--- src/rtl/fifo_cal_seq_pkg.sv ---
// Shared definitions for the calibration-sequencer FIFO and its upstream next-state logic.
package fifo_cal_seq_pkg;

    typedef enum logic [2:0] {
        ST_INIT     = 3'b000,
        ST_NO_OP    = 3'b001,
        ST_WRITE    = 3'b010,
        ST_WR_ERROR = 3'b011,
        ST_READ     = 3'b100,
        ST_RD_ERROR = 3'b101
    } state_t;

    localparam int FIFO_DEPTH = 8;
    localparam int PTR_W      = 3;
    localparam int CNT_W      = 4;

    localparam logic [CNT_W-1:0] CNT_FULL  = 4'd8;
    localparam logic [CNT_W-1:0] CNT_EMPTY = 4'd0;

    // Unused codes 110/111 collapse to NO_OP so they can never touch the FIFO.
    function automatic state_t decode_state(input logic [2:0] code);
        state_t st;
        case (code)
            3'b000:  st = ST_INIT;
            3'b001:  st = ST_NO_OP;
            3'b010:  st = ST_WRITE;
            3'b011:  st = ST_WR_ERROR;
            3'b100:  st = ST_READ;
            3'b101:  st = ST_RD_ERROR;
            default: st = ST_NO_OP;
        endcase
        return st;
    endfunction

endpackage

--- src/rtl/fifo_cal_seq_mem.sv ---
// fifo_mem: 8-entry register file, one synchronous write port, one asynchronous read port, no reset.
module fifo_mem
    import fifo_cal_seq_pkg::*;
#(
    parameter int DATA_W = 32
) (
    input  logic              i_clk,
    input  logic              i_we,
    input  logic [PTR_W-1:0]  i_waddr,
    input  logic [DATA_W-1:0] i_wdata,
    input  logic [PTR_W-1:0]  i_raddr,
    output logic [DATA_W-1:0] o_rdata
);

    logic [DATA_W-1:0] r_mem [FIFO_DEPTH];

    always_ff @(posedge i_clk) begin
        if (i_we) begin
            r_mem[i_waddr] <= i_wdata;
        end
    end

    assign o_rdata = r_mem[i_raddr];

endmodule

--- src/rtl/fifo_cal_seq.sv ---
// fifo_cal_seq: 8-deep FIFO datapath driven by an external next-state code.
// Optional macro FIFO_DOUT_CLEAR_EN: zero d_out on every edge without a successful read.
module fifo_cal_seq
    import fifo_cal_seq_pkg::*;
#(
    parameter int DATA_W = 32
) (
    input  logic              clk,
    input  logic              reset_n,
    input  logic [2:0]        next_state,
    input  logic [DATA_W-1:0] d_in,
    output logic [2:0]        state,
    output logic [3:0]        data_count,
    output logic [2:0]        head,
    output logic [2:0]        tail,
    output logic              full,
    output logic              empty,
    output logic              wr_ack,
    output logic              wr_err,
    output logic              rd_ack,
    output logic              rd_err,
    output logic [DATA_W-1:0] d_out
);

    state_t              r_state;
    logic [PTR_W-1:0]    r_head;
    logic [PTR_W-1:0]    r_tail;
    logic [CNT_W-1:0]    r_count;
    logic                r_wr_ack;
    logic                r_wr_err;
    logic                r_rd_ack;
    logic                r_rd_err;
    logic [DATA_W-1:0]   r_dout;

    state_t              w_state_nxt;
    logic                w_do_write;
    logic                w_do_read;
    logic                w_wr_err_nxt;
    logic                w_rd_err_nxt;
    logic [PTR_W-1:0]    w_head_nxt;
    logic [PTR_W-1:0]    w_tail_nxt;
    logic [CNT_W-1:0]    w_count_nxt;
    logic [DATA_W-1:0]   w_rd_data;
    logic                w_mem_we;

    always_comb begin
        w_state_nxt  = decode_state(next_state);
        w_do_write   = 1'b0;
        w_do_read    = 1'b0;
        w_wr_err_nxt = 1'b0;
        w_rd_err_nxt = 1'b0;
        w_head_nxt   = r_head;
        w_tail_nxt   = r_tail;
        w_count_nxt  = r_count;
        case (w_state_nxt)
            ST_WRITE: begin
                if (r_count != CNT_FULL) begin
                    w_do_write  = 1'b1;
                    w_tail_nxt  = r_tail + 3'd1;
                    w_count_nxt = r_count + 4'd1;
                end else begin
                    w_wr_err_nxt = 1'b1;
                end
            end
            ST_READ: begin
                if (r_count != CNT_EMPTY) begin
                    w_do_read   = 1'b1;
                    w_head_nxt  = r_head + 3'd1;
                    w_count_nxt = r_count - 4'd1;
                end else begin
                    w_rd_err_nxt = 1'b1;
                end
            end
            ST_WR_ERROR: w_wr_err_nxt = 1'b1;
            ST_RD_ERROR: w_rd_err_nxt = 1'b1;
            default: ;
        endcase
    end

    // A write coinciding with reset is discarded, so the memory port is gated too.
    assign w_mem_we = w_do_write & reset_n;

    fifo_mem #(.DATA_W(DATA_W)) u_mem (
        .i_clk   (clk),
        .i_we    (w_mem_we),
        .i_waddr (r_tail),
        .i_wdata (d_in),
        .i_raddr (r_head),
        .o_rdata (w_rd_data)
    );

    always_ff @(posedge clk) begin
        if (!reset_n) begin
            r_state  <= ST_INIT;
            r_head   <= '0;
            r_tail   <= '0;
            r_count  <= '0;
            r_wr_ack <= 1'b0;
            r_wr_err <= 1'b0;
            r_rd_ack <= 1'b0;
            r_rd_err <= 1'b0;
            r_dout   <= '0;
        end else begin
            r_state  <= w_state_nxt;
            r_head   <= w_head_nxt;
            r_tail   <= w_tail_nxt;
            r_count  <= w_count_nxt;
            r_wr_ack <= w_do_write;
            r_wr_err <= w_wr_err_nxt;
            r_rd_ack <= w_do_read;
            r_rd_err <= w_rd_err_nxt;
`ifdef FIFO_DOUT_CLEAR_EN
            r_dout   <= w_do_read ? w_rd_data : '0;
`else
            if (w_do_read) begin
                r_dout <= w_rd_data;
            end
`endif
        end
    end

    assign state      = r_state;
    assign data_count = r_count;
    assign head       = r_head;
    assign tail       = r_tail;
    assign full       = (r_count == CNT_FULL);
    assign empty      = (r_count == CNT_EMPTY);
    assign wr_ack     = r_wr_ack;
    assign wr_err     = r_wr_err;
    assign rd_ack     = r_rd_ack;
    assign rd_err     = r_rd_err;
    assign d_out      = r_dout;

endmodule

--- config.mk ---
export PLATFORM = sky130hd
export DESIGN_NAME = fifo_cal_seq
export DESIGN_NICKNAME = d
export VERILOG_FILES = /design/src/rtl/fifo_cal_seq_pkg.sv /design/src/rtl/fifo_cal_seq_mem.sv /design/src/rtl/fifo_cal_seq.sv
export SDC_FILE = /design/constraint.sdc
export NUM_CORES = 1
export LEC_CHECK = 0
export BUFFER_PORTS_ARGS = -buffer_cell sky130_fd_sc_hd__buf_2
export CORE_MARGIN = 1.5
export CORE_UTILIZATION = 60
export DETAILED_ROUTE_END_ITERATION = 16
export PLACE_DENSITY_LB_ADDON = 0.05
export SLEW_MARGIN = 20
export SYNTH_ARGS = -nofsm -noshare
export SYNTH_HDL_FRONTEND = slang
export SYNTH_SLANG_ARGS = --single-unit
export TNS_END_PERCENT = 10
--- constraint.sdc ---
create_clock -name clk -period 13.2 [get_ports clk]
set_input_delay 2.64 -clock clk [delete_from_list [all_inputs] [get_ports clk]]
set_output_delay 2.64 -clock clk [all_outputs]
set_load 0.01 [all_outputs]
Word level (Yosys, flattened, before mapping)
Memory sizes are Yosys's and may differ from the RTL's. A register that Yosys moved wholly into a read port is not among the register bits.
Cells that the tools add are included.
{ "totals": {"mem_count": 1, "reg_bits": 17, "output_inout_bits": 51, "ramBits": 256} }
{ "classes": {"n_eq_ne": 12, "n_bitwise": 1, "mux": 14, "addsub": 4, "n_reduce_logical": 8} }
{ "mem_list": {"columns": ["memory", "depth", "word_bits", "rd", "rd_ports_with_merged_regs", "write_ports", "line_no", "text"], "rows": [
  ["u_mem.r_mem", 8, 32, 1, 1, 1, "fifo_cal_seq_mem.sv:15", "logic [DATA_W-1:0] r_mem [FIFO_DEPTH];"]
]} }
{ "op_table": {"columns": ["cell", "count"], "rows": [
  ["$pmux W3 S5", 1],
  ["$eq A3 B2 Y1 const B", 4],
  ["$eq A3 B3 Y1 const B", 4],
  ["$mux W1", 8],
  ["$mux W4", 2],
  ["$pmux W4 S2", 1],
  ["$add A3 B1 Y3 const B", 2],
  ["$add A4 B1 Y4 const B", 1],
  ["$eq A4 B4 Y1 const B", 1],
  ["$logic_not A4 Y1", 1],
  ["$ne A2 B2 Y1 const B", 2],
  ["$ne A4 B4 Y1 const B", 1],
  ["$pmux W1 S2", 2],
  ["$reduce_and A2 Y1", 2],
  ["$reduce_bool A4 Y1", 1],
  ["$sub A4 B1 Y4 const B", 1],
  ["$logic_not A3 Y1", 1],
  ["$reduce_and A3 Y1", 1],
  ["$reduce_bool A2 Y1", 1],
  ["$and A1 B1 Y1", 1],
  ["$logic_not A1 Y1", 1]
]} }

Longest topological paths before layout
Gate-level depths: netlist of the first run.
{ "logic_depth": {"word_depth": 7, "depth_mapped": 7, "depth_no_buf": 6} }

Modules after synthesis
From an unflattened synthesis of the first run, not the netlist that was laid out.
{ "unflattened": {"cells_unflattened": 601, "area_unflattened_um2": 11987.7} }
{ "by_module_without_submodules": {"columns": ["mod", "area_per_inst_um2", "instances", "cells_each"], "rows": [
  ["fifo_mem", 9825.7, 1, 383],
  ["fifo_cal_seq", 2162.1, 1, 218]
]} }

Worst setup path before layout of the first run
OpenSTA, ideal clock, no wires.
{ "synth_path": {"path_kind": "input to register", "startpoint": "in next_state[0]", "endpoint": "mem u_mem.r_mem[2][0], enable pin", "path_stages": 4, "setup_slack_ns": 7.110, "required_ns": 12.732, "t_arrival_ns": 5.623, "setup_ns": 0.468, "n_path_buf": 1, "cell_sequence": "buf_2 > nor3_1 > nand2b_1 > nor3b_1"} }
{ "synth_via": {"elab_chain_cells": 7, "word_cells_on_any_way": 11, "classes_between": "eq/ne: 5; mux: 4; bitwise: 1; reduce/logical: 1"} }
{ "synth_lines": {"columns": ["element", "line_no", "text"], "rows": [
  ["start: declaration", "fifo_cal_seq.sv:10", "input logic [2:0] next_state,"],
  ["$eq A3 B3 Y1 (tied with other cells)", "fifo_cal_seq_pkg.sv:23", "case (code)"],
  ["$pmux W3 S5 (*)", "fifo_cal_seq_pkg.sv:23", null],
  ["$eq A3 B2 Y1 (*)", "fifo_cal_seq.sv:55", "case (w_state_nxt)"],
  ["$mux W1 (*)", "fifo_cal_seq.sv:55", null],
  ["$and A1 B1 Y1 (*)", "fifo_cal_seq.sv:81", "assign w_mem_we = w_do_write & reset_n;"],
  ["$mux W1 (*)", "fifo_cal_seq_mem.sv:18", "if (i_we) begin"],
  ["$mux W1 (not written as such) (*)", "fifo_cal_seq_mem.sv:19", "r_mem[i_waddr] <= i_wdata;"],
  ["end: declaration", "fifo_cal_seq_mem.sv:15", null]
]} }
Every way passes the cells marked *; elsewhere a longest branch is shown, timed or not.

Worst setup path after layout of the first run
{ "layout_path": {"startpoint": "in reset_n", "endpoint": "mem u_mem.r_mem[2][4], enable pin"} }
{ "layout_via": {"elab_chain_cells": 3} }
{ "layout_lines": {"columns": ["element", "line_no", "text"], "rows": [
  ["start: declaration", "fifo_cal_seq.sv:9", "input logic reset_n,"],
  ["$and A1 B1 Y1", "fifo_cal_seq.sv:81", null],
  ["$mux W1", "fifo_cal_seq_mem.sv:18", null],
  ["$mux W1 (not written as such)", "fifo_cal_seq_mem.sv:19", null]
]} }
No other way between the ends.

==> reports/qor.csv, run 1 <==
stage,metric,value,unit
final_layout,fin_util,0.708,
sta,finalCriticalPeriod,5.56,ns
setup_path,crit_family,simple AND/OR/NAND/NOR gates,
sta,fmax,0.180,GHz
logic_synthesis,synth-async-reset-ratio,0,
grt,grt_max_degree,68,
logic_synthesis,synth_cell_types,38,
logic_synthesis,seq_area_frac_synth,0.760,
clocking,post_cts_resized,0,
power,p_leak,4.48,nW
grt,grt_util_all_layers,0.230,
route,ant_nets,0,
sta,fin_ws,7.64,ns
clocking,post_cts_buffers,0,
clocking,clock_latency,0.56,ns
run_status,outcome,finished clean,
setup_path,crit_buf_inv,2,
route,wl_met2,10800,um
placed_design,portBuffers,87,
route,drt_iter0_markers,369,
sta,max_slew_margin,0.333,
route,routed-wl-met3,1320,um
logic_synthesis,synth-edff-count,256,
placed_design,place.gp.congestion,0.807,
job,maxCapViolations,0,
route,drt-total-wl,21900,um
setup_path,worstPathArrival,5.76,ns
final_layout,final_common_cell,edfxtp_1,
setup_path,critPathLaunchType,input port,
logic_synthesis,postSynthCellCount,604,
route,routedLengthMet1,9490,um
final_layout,area_growth,15.8,%
power,irDropWorstVdd,0.000119,V
power,power.density,152,nW/um2
sta,setup_violations,0,
logic_synthesis,syn_nets,646,
setup_path,crit_required,13.40,ns
route,via_per_inst,6.03,
sta,post-route-period-util,0.421,
logic_synthesis,yosysTopAreaCell,edfxtp_1,
setup_path,critPathSlowestCell,nor3b_2,
route,highest_layer,met4,
clocking,clk_pin_slew,0.06,ns
sta,drv_slew,0,
placed_design,dp_hpwl,12300,um
clocking,cts_root_buf,clkbuf_16,
clocking,cts_buffers,31,
logic_synthesis,ys_ff_latch,305,
logic_synthesis,yosysWarnings,0,
sta,rsz0062_at_grt,false,
floorplan,die_h,141,um
logic_synthesis,synth_area_leaders,"edfxtp_1 (67%), mux4_2 (13%), dfxtp_1 (8.6%)",
route,first_pass_iters,5,
setup_path,cp-end-kind,flip-flop,
clocking,cts.hold.buffers_added,0,
floorplan,rows,50,
grt,antenna_found_initial,0,
logic_synthesis,yosys.area.top_type_share,0.674,
clocking,cts_buffer_depth,3,
setup_path,crit_type,in2reg,
grt,grt_pass1_wl,34200,um
setup_path,cpPeakStageDelay,0.88,ns
clocking,clock_sinks,305,
clocking,tritoncts,yes,
logic_synthesis,avgSynthCellArea,18.9,um2
logic_synthesis,synth_ff_type,edfxtp_1,
final_layout,final_nets,743,
logic_synthesis,syn_area,11400,um2
hold_path,worstHoldPathType,reg2reg,
floorplan,core_area,18600,um2
setup_path,critPathMaxFanout,47,
floorplan,die_x,141,um
floorplan,io_pins,88,
grt,gr-total-overflow,0,
floorplan,start_util,0.611,
final_layout,drive_above_1_share,0.322,
floorplan,dieArea,19800,um2
route,wire_per_inst,22.8,um
sta,clock_skew,0.0194,ns
placed_design,pre_cts_ws,7.00,ns
route,vias,5786,
final_layout,num_antenna_cells,0,
sta,setup_tns,0,ns
sta,finalHoldViolations,0,
grt,grt_pass1_vias,5871,
final_layout,fill_cells,1154,
setup_path,crit_chain,buf_2 > nand3b_1 > nor3_1 > nand2b_1 > nor3b_2 > buf_4,
route,drcViolationCount,0,
clocking,htreeDepth,1,
final_layout,final_cell_mix,"edfxtp_1 (256), buf_2 (87), nand2_1 (67)",
sta,tightest_slew,0.997,ns
worst min-delay path, delay by kind of cell (launching register included):
family | cells | cell delay (ns)
flops | 1 | 0.31
compound gates | 2 | 0.17
cell type report:
type	count	area (um2)	share of cell area
clock buffers	36	815	0.0617
clock inverters	22	249	0.0189
inverters	7	26.3	0.00199
multi-input cells	256	2580	0.195
flip-flops and latches	305	8670	0.657
well taps	234	293	0.0222
repair buffers	100	573	0.0434
logic make-up after synthesis:
family          share of synthesized area
simple gates                       0.0425
buf+inv                            0.0181
compound gates                     0.0380
mux                                 0.131
flops                               0.760
xor+xnor                          0.00384
fa+ha+maj                         0.00615
layer usage:
metal	up-vias	global-route usage
met5	-	0
met4	0	0.0559
met3	30	0.0367
met2	199	0.372
met1	2963	0.338
li1	2594	-
metrics by stage:
stage	std cells	cell area, um2	total power, mW	hold slack, ns
finish	960	13200	2.01	0.519
global route	960	13200	2.06	0.567
CTS	958	13100	2.02	0.519
detailed placement	900	12100	1.14	0.507
global placement	900	12100	1.13	0.488
floorplan	604	11400	1.11	0.504
final timing paths:
kind	from	end	slack, ns	depth (start not counted)
worst min-delay path	d_out[25]	d_out[25]	0.52	2
worst max register to register	data_count[3]	u_mem.r_mem[2][4]	10.10	5
worst min register to register	d_out[25]	d_out[25]	0.52	2
worst max-delay path	reset_n	u_mem.r_mem[2][4]	7.64	6
power breakdown:
group,switching (mW),internal (mW),leakage (nW)
sequential,0.00646,1.05,2.70
clock,0.367,0.525,0.504
combinational,0.0345,0.0244,1.27
total,0.408,1.60,4.48
flip-flops by register name, indices dropped and copies added, names as in the netlist:
name         count
u_mem.r_mem    256
tail             3
wr_ack           1
d_out           32
rd_ack           1
wr_err           1
head             3
rd_err           1
data_count       4
state            3
cells in the mapped netlist, drive strengths merged, types with 2 or more instances:
library cell,count
nor4b,2
clkbuf,18
buf,18
ha,4
nor2,4
nor3,4
dfxtp,49
mux4,64
a31oi,32
edfxtp,256
a21boi,3
nand2b,3
inv,7
xor2,3
o21ai,35
nand2,67
and2,6
xnor2,2
mux2i,4
a21oi,2
nor2b,4
and3,2
nor3b,5
nand3,4
No activity file was read; power rests on OpenSTA's default activity.
==> inputs of run 2 (changes only) <==
--- a/config.mk
+++ b/config.mk
@@ -7,7 +7,7 @@
 export LEC_CHECK = 0
 export BUFFER_PORTS_ARGS = -buffer_cell sky130_fd_sc_hd__buf_2
 export CORE_MARGIN = 1.5
-export CORE_UTILIZATION = 60
+export CORE_UTILIZATION = 59
 export DETAILED_ROUTE_END_ITERATION = 16
 export PLACE_DENSITY_LB_ADDON = 0.05
 export SLEW_MARGIN = 20
==> constraint.sdc (replaced) <==
create_clock -name clk -period 5.2 [get_ports clk]
set_input_delay 1.04 -clock clk [delete_from_list [all_inputs] [get_ports clk]]
set_output_delay 1.04 -clock clk [all_outputs]
set_load 0.01 [all_outputs]
==> reports/qor.csv, run 2 (synthesized netlist as in run 1, its figures left out) <==
stage,metric,value,unit,change
run_status,outcome,finished clean,,
setup_path,crit_buf_inv,2,,unchanged
final_layout,final_cell_mix,"edfxtp_1 (256), buf_2 (87), nand2_1 (67)",,
final_layout,stdcell_area,13100,um2,-0.66%
clocking,htreeDepth,1,,unchanged
floorplan,die_h,142,um,+0.82%
sta,setup_violations,0,,unchanged
floorplan,core_area,18800,um2,+1.0%
sta,post-route-period-util,0.617,,
sta,drv_slew,0,,unchanged
power,power.density,373,nW/um2,+150%
setup_path,crit_family,simple AND/OR/NAND/NOR gates,,
route,vias,5730,,-0.97%
sta,tightest_slew,1.01,ns,+0.0144 ns
sta,setup_tns,0,ns,unchanged
route,drt-total-wl,21000,um,-4.0%
route,wire_per_inst,21.3,um,-6.6%
clocking,tritoncts,yes,,
final_layout,final_nets,744,,+0.13%
grt,grt_pass1_vias,5908,,+0.63%
clocking,post_cts_buffers,0,,unchanged
grt,gr-total-overflow,0,,unchanged
sta,fin_ws,1.99,ns,-5.64 ns
setup_path,worstPathArrival,3.36,ns,-2.40 ns
floorplan,rows,50,,unchanged
sta,rsz0062_at_grt,false,,
clocking,clock_sinks,305,,unchanged
final_layout,area_growth,15.1,%,
grt,grt_util_all_layers,0.219,,-0.0106
sta,finalHoldViolations,0,,unchanged
clocking,clock_latency,0.55,ns,about the same
sta,finalCriticalPeriod,3.21,ns,
setup_path,cp-end-kind,flip-flop,,
floorplan,start_util,0.605,,-0.00609
route,drcViolationCount,0,,unchanged
final_layout,fill_cells,1212,,+5.0%
clocking,post_cts_resized,0,,unchanged
floorplan,die_x,142,um,+0.82%
final_layout,final_common_cell,edfxtp_1,,
job,maxCapViolations,0,,unchanged
setup_path,cpPeakStageDelay,0.85,ns,-0.03 ns
floorplan,dieArea,20200,um2,+1.7%
final_layout,top_register,u_mem.r_mem,,
sta,hold_slack,0.529,ns,+0.00975 ns
final_layout,drive_above_1_share,0.311,,-0.0110
sta,max_slew_margin,0.324,,-0.00828
route,first_pass_iters,4,,-1
grt,grt_max_degree,68,,unchanged
final_layout,fin_util,0.697,,-0.0117
placed_design,pre_cts_ws,1.38,ns,-5.62 ns
placed_design,place.gp.congestion,0.743,,-7.9%
placed_design,postPlaceCellArea,12100,um2,+0.54%
setup_path,crit_required,5.35,ns,-8.05 ns
clocking,cts_root_buf,clkbuf_16,,
final_layout,largest_reg_flops,256,,unchanged
setup_path,critPathLaunchType,input port,,
clocking,cts_buffer_depth,3,,unchanged
setup_path,crit_chain,buf_2 > buf_4 > nand3b_1 > nor3_1 > nand2b_1 > nor2_4,,
power,p_leak,4.45,nW,-0.54%
route,ant_nets,0,,unchanged
clocking,clk_pin_slew,0.06,ns,about the same
floorplan,io_pins,88,,unchanged
grt,antenna_found_initial,1,,+1
sta,clock_skew,0.0213,ns,+0.00196 ns
hold_path,worstHoldPathType,reg2reg,,
placed_design,dp_hpwl,11900,um,-3.3%
power,irDropWorstVdd,0.000293,V,+150%
clocking,cts.hold.buffers_added,0,,unchanged
setup_path,critPathSlowestCell,nor2_4,,
route,drt_iter0_markers,393,,+6.5%
grt,grt_pass1_wl,33300,um,-2.8%
setup_path,crit_type,in2reg,,
route,via_per_inst,5.81,,-3.7%
setup_path,critPathMaxFanout,47,,unchanged
clocking,cts_buffers,30,,-3.2%
placed_design,portBuffers,87,,unchanged
sta,fmax,0.312,GHz,
==> run 2: cell type report <==
class	instances	area [um2]	area share
Antenna cell	1	2.50	0.000191
Clock buffer	41	832	0.0634
Clock inverter	15	138	0.0105
Inverter	7	26.3	0.00200
Multi-Input combinational cell	256	2570	0.196
Sequential cell	305	8680	0.661
Tap cell	260	325	0.0248
Timing Repair Buffer	102	548	0.0418
==> run 2: worst paths after layout <==
| kind | cells past startpoint | from | to | slack (ns) |
|---|---|---|---|---|
| max | 6 | reset_n | u_mem.r_mem[6][21] | 1.99 |
| min | 2 | d_out[26] | d_out[26] | 0.53 |
| max reg2reg | 4 | data_count[3] | u_mem.r_mem[6][21] | 2.62 |
| min reg2reg | 2 | d_out[26] | d_out[26] | 0.53 |
==> run 2: per-stage QoR <==
stage	power [mW]	std cells
after CTS	4.94	986
after global placement	2.88	930
after detailed placement	2.88	930
final	4.90	987
after floorplan	2.82	604
after global routing	5.05	986
==> run 2: power by group <==
part           internal [mW]  switching [mW]  total (mW)
Clock                   1.22           0.853        2.07
Sequential              2.66          0.0174        2.68
Combinational         0.0623          0.0843       0.147
Total                   3.94           0.955        4.90
==> run 2: worst reg2reg max path, stage by stage (launching register included) <==
cell	delay [ns]
dfxtp_1	0.35
nor4b_2	0.22
nor3_1	0.48
nand2b_1	0.30
nor2_4	0.85
==> run 2: metal layers <==
metal,track usage,part of all wire,vias up
li1,-,-,2604
met1,0.316,0.44,2960
met2,0.363,0.50,142
met3,0.0323,0.049,24
met4,0.0526,0.017,0
met5,0,0,-
==> inputs of run 3 (changes only) <==
==> constraint.sdc (replaced) <==
create_clock -name clk -period 3.1 [get_ports clk]
set_input_delay 0.62 -clock clk [delete_from_list [all_inputs] [get_ports clk]]
set_output_delay 0.62 -clock clk [all_outputs]
set_load 0.01 [all_outputs]
==> reports/qor.csv, run 3 (synthesized netlist as in run 1, its figures left out) <==
stage,metric,value,unit,change
final_layout,regArea,8680,um2,unchanged
route,drt-total-wl,21400,um,+1.8%
setup_path,cp-end-kind,output port,,
clocking,post_cts_buffers,0,,unchanged
sta,finalCriticalPeriod,2.41,ns,
power,combPwrFrac,0.031,,about the same
grt,grt_pass1_vias,5965,,+0.96%
final_layout,top_register,u_mem.r_mem,,
grt,grt_util_all_layers,0.223,,+0.00330
setup_path,worstRegToRegCells,5,,+1
sta,max_slew_margin,0.517,,+0.193
sta,clock_skew,0.00795,ns,-0.0134 ns
hold_path,hold_end,u_mem.r_mem[0][12],,
setup_path,r2r_start,data_count[3],,
clocking,htreeDepth,1,,unchanged
floorplan,dieArea,20200,um2,unchanged
final_layout,final_cell_mix,"edfxtp_1 (256), buf_2 (87), nand2_1 (67)",,
sta,fmax,0.416,GHz,
route,first_pass_iters,5,,+1
sta,setup_violations,0,,unchanged
power,p_int,6.67,mW,+69%
setup_path,reg2reg_to,u_mem.r_mem[1][27],,
power,fin_total_pwr,8.26,mW,+69%
sta,drv_slew,0,,unchanged
power,clkPwrFrac,0.425,,+0.002
job,maxCapViolations,0,,unchanged
hold_path,min_from,d_in[12],,
clocking,cts_buffer_depth,3,,unchanged
setup_path,critPathLaunchType,flip-flop,,
setup_path,crit_type,reg2out,,
route,via_per_inst,5.83,,+0.41%
route,drt_iter0_markers,439,,+12%
power,irDropWorstVdd,0.000452,V,+54%
run_status,outcome,finished clean,,
route,ant_nets,0,,unchanged
sta,tightest_slew,0.725,ns,-0.286 ns
placed_design,place.gp.congestion,0.720,,-3.2%
final_layout,largest_reg_flops,256,,unchanged
placed_design,postPlaceCellArea,12200,um2,+0.74%
power,power.density,625,nW/um2,+67%
floorplan,rows,50,,unchanged
grt,gr-total-overflow,0,,unchanged
floorplan,start_util,0.605,,unchanged
placed_design,portBuffers,87,,unchanged
final_layout,fill_cells,1213,,+0.083%
setup_path,crit_required,2.48,ns,-2.87 ns
final_layout,stdcell_area,13200,um2,+0.69%
power,switching_share,0.193,,-0.00209
clocking,clock_sinks,305,,unchanged
sta,finalHoldViolations,0,,unchanged
clocking,post_cts_resized,0,,unchanged
final_layout,multi_input_area,2570,um2,unchanged
power,p_leak,4.50,nW,+1.0%
route,wire_per_inst,21.5,um,+0.95%
clocking,cts.hold.buffers_added,0,,unchanged
clocking,clock_latency,0.54,ns,about the same
power,seqPwrFrac,0.544,,-0.003
floorplan,die_x,142,um,unchanged
sta,rsz0062_at_grt,false,,
sta,hold_slack,0.347,ns,-0.182 ns
final_layout,area_growth,15.9,%,
floorplan,io_pins,88,,unchanged
route,drcViolationCount,0,,unchanged
route,vias,5800,,+1.2%
hold_path,worstHoldPathType,in2reg,,
grt,antenna_found_initial,2,,+1
clocking,tritoncts,yes,,
clocking,cts_root_buf,clkbuf_16,,
setup_path,r2r_setup_slack,0.71,ns,-1.91 ns
placed_design,dp_hpwl,12500,um,+5.7%
setup_path,critPathMaxFanout,7,,-85%
floorplan,die_h,142,um,unchanged
setup_path,worstPathArrival,1.79,ns,-1.57 ns
grt,grt_pass1_wl,33500,um,+0.64%
final_layout,final_nets,751,,+0.94%
grt,grt_max_degree,68,,unchanged
hold_path,whs_path_depth,1,,-1
clocking,cts_buffers,30,,unchanged
floorplan,core_area,18800,um2,unchanged
power,p_switching,1.59,mW,+67%
final_layout,final_common_cell,edfxtp_1,,
sta,post-route-period-util,0.776,,
clocking,clk_pin_slew,0.06,ns,about the same
final_layout,drive_above_1_share,0.312,,+0.00112
==> run 3: how the worst max path moves through the flow <==
| stage | from | end | slack (ns) |
|---|---|---|---|
| 2_1_floorplan | next_state[0] | u_mem.r_mem[2][0] | -0.97 |
| 3_3_place_gp | next_state[2] | u_mem.r_mem[5][1] | 0.50 |
| 3_5_place_dp | next_state[2] | u_mem.r_mem[5][0] | 0.41 |
| 4_1_cts | data_count[0] | empty | 0.67 |
| 5_1_grt | data_count[3] | u_mem.r_mem[1][0] | 0.52 |
| 6_report | data_count[0] | empty | 0.69 |
==> run 3: metrics by stage <==
stage	setup TNS [ns]	setup WS, ns	utilization	instances
6_report	0	0.694	0.701	995
3_5_place_dp	0	0.410	0.650	937
3_3_place_gp	0	0.496	0.650	937
5_1_grt	0	0.524	0.701	994
2_1_floorplan	-171.24	-0.970	-	604
4_1_cts	0	0.673	0.701	993
==> run 3: per-layer routing <==
layer | GRT usage | routed length [um] | up-vias
met5 | 0 | 0 | -
met4 | 0.0651 | 404 | 0
met3 | 0.0336 | 1120 | 31
met2 | 0.376 | 10700 | 188
li1 | - | - | 2617
met1 | 0.307 | 9160 | 2964
==> run 3: critical path, cell delays in order (launching register included) <==
cell     delay [ns]
dfxtp_1        0.36
or4_1          0.66
inv_1          0.10
buf_2          0.13
==> run 3: layout make-up <==
cell class | instances | area share
flip-flops and latches | 305 | 0.657
clock buffers | 46 | 0.0660
inverters | 7 | 0.00199
diodes | 2 | 0.000379
repair buffers | 109 | 0.0483
clock inverters | 10 | 0.00720
multi-input cells | 256 | 0.195
well taps | 260 | 0.0246
==> run 3: power groups by stage <==
stage / clock [mW] / combinational (mW) / sequential (mW)
floorplan: 0 / 0.136 / 4.59
global placement: 0 / 0.253 / 4.58
detailed placement: 0 / 0.263 / 4.58
CTS: 3.57 / 0.263 / 4.49
global route: 3.73 / 0.287 / 4.49
finish: 3.51 / 0.259 / 4.49
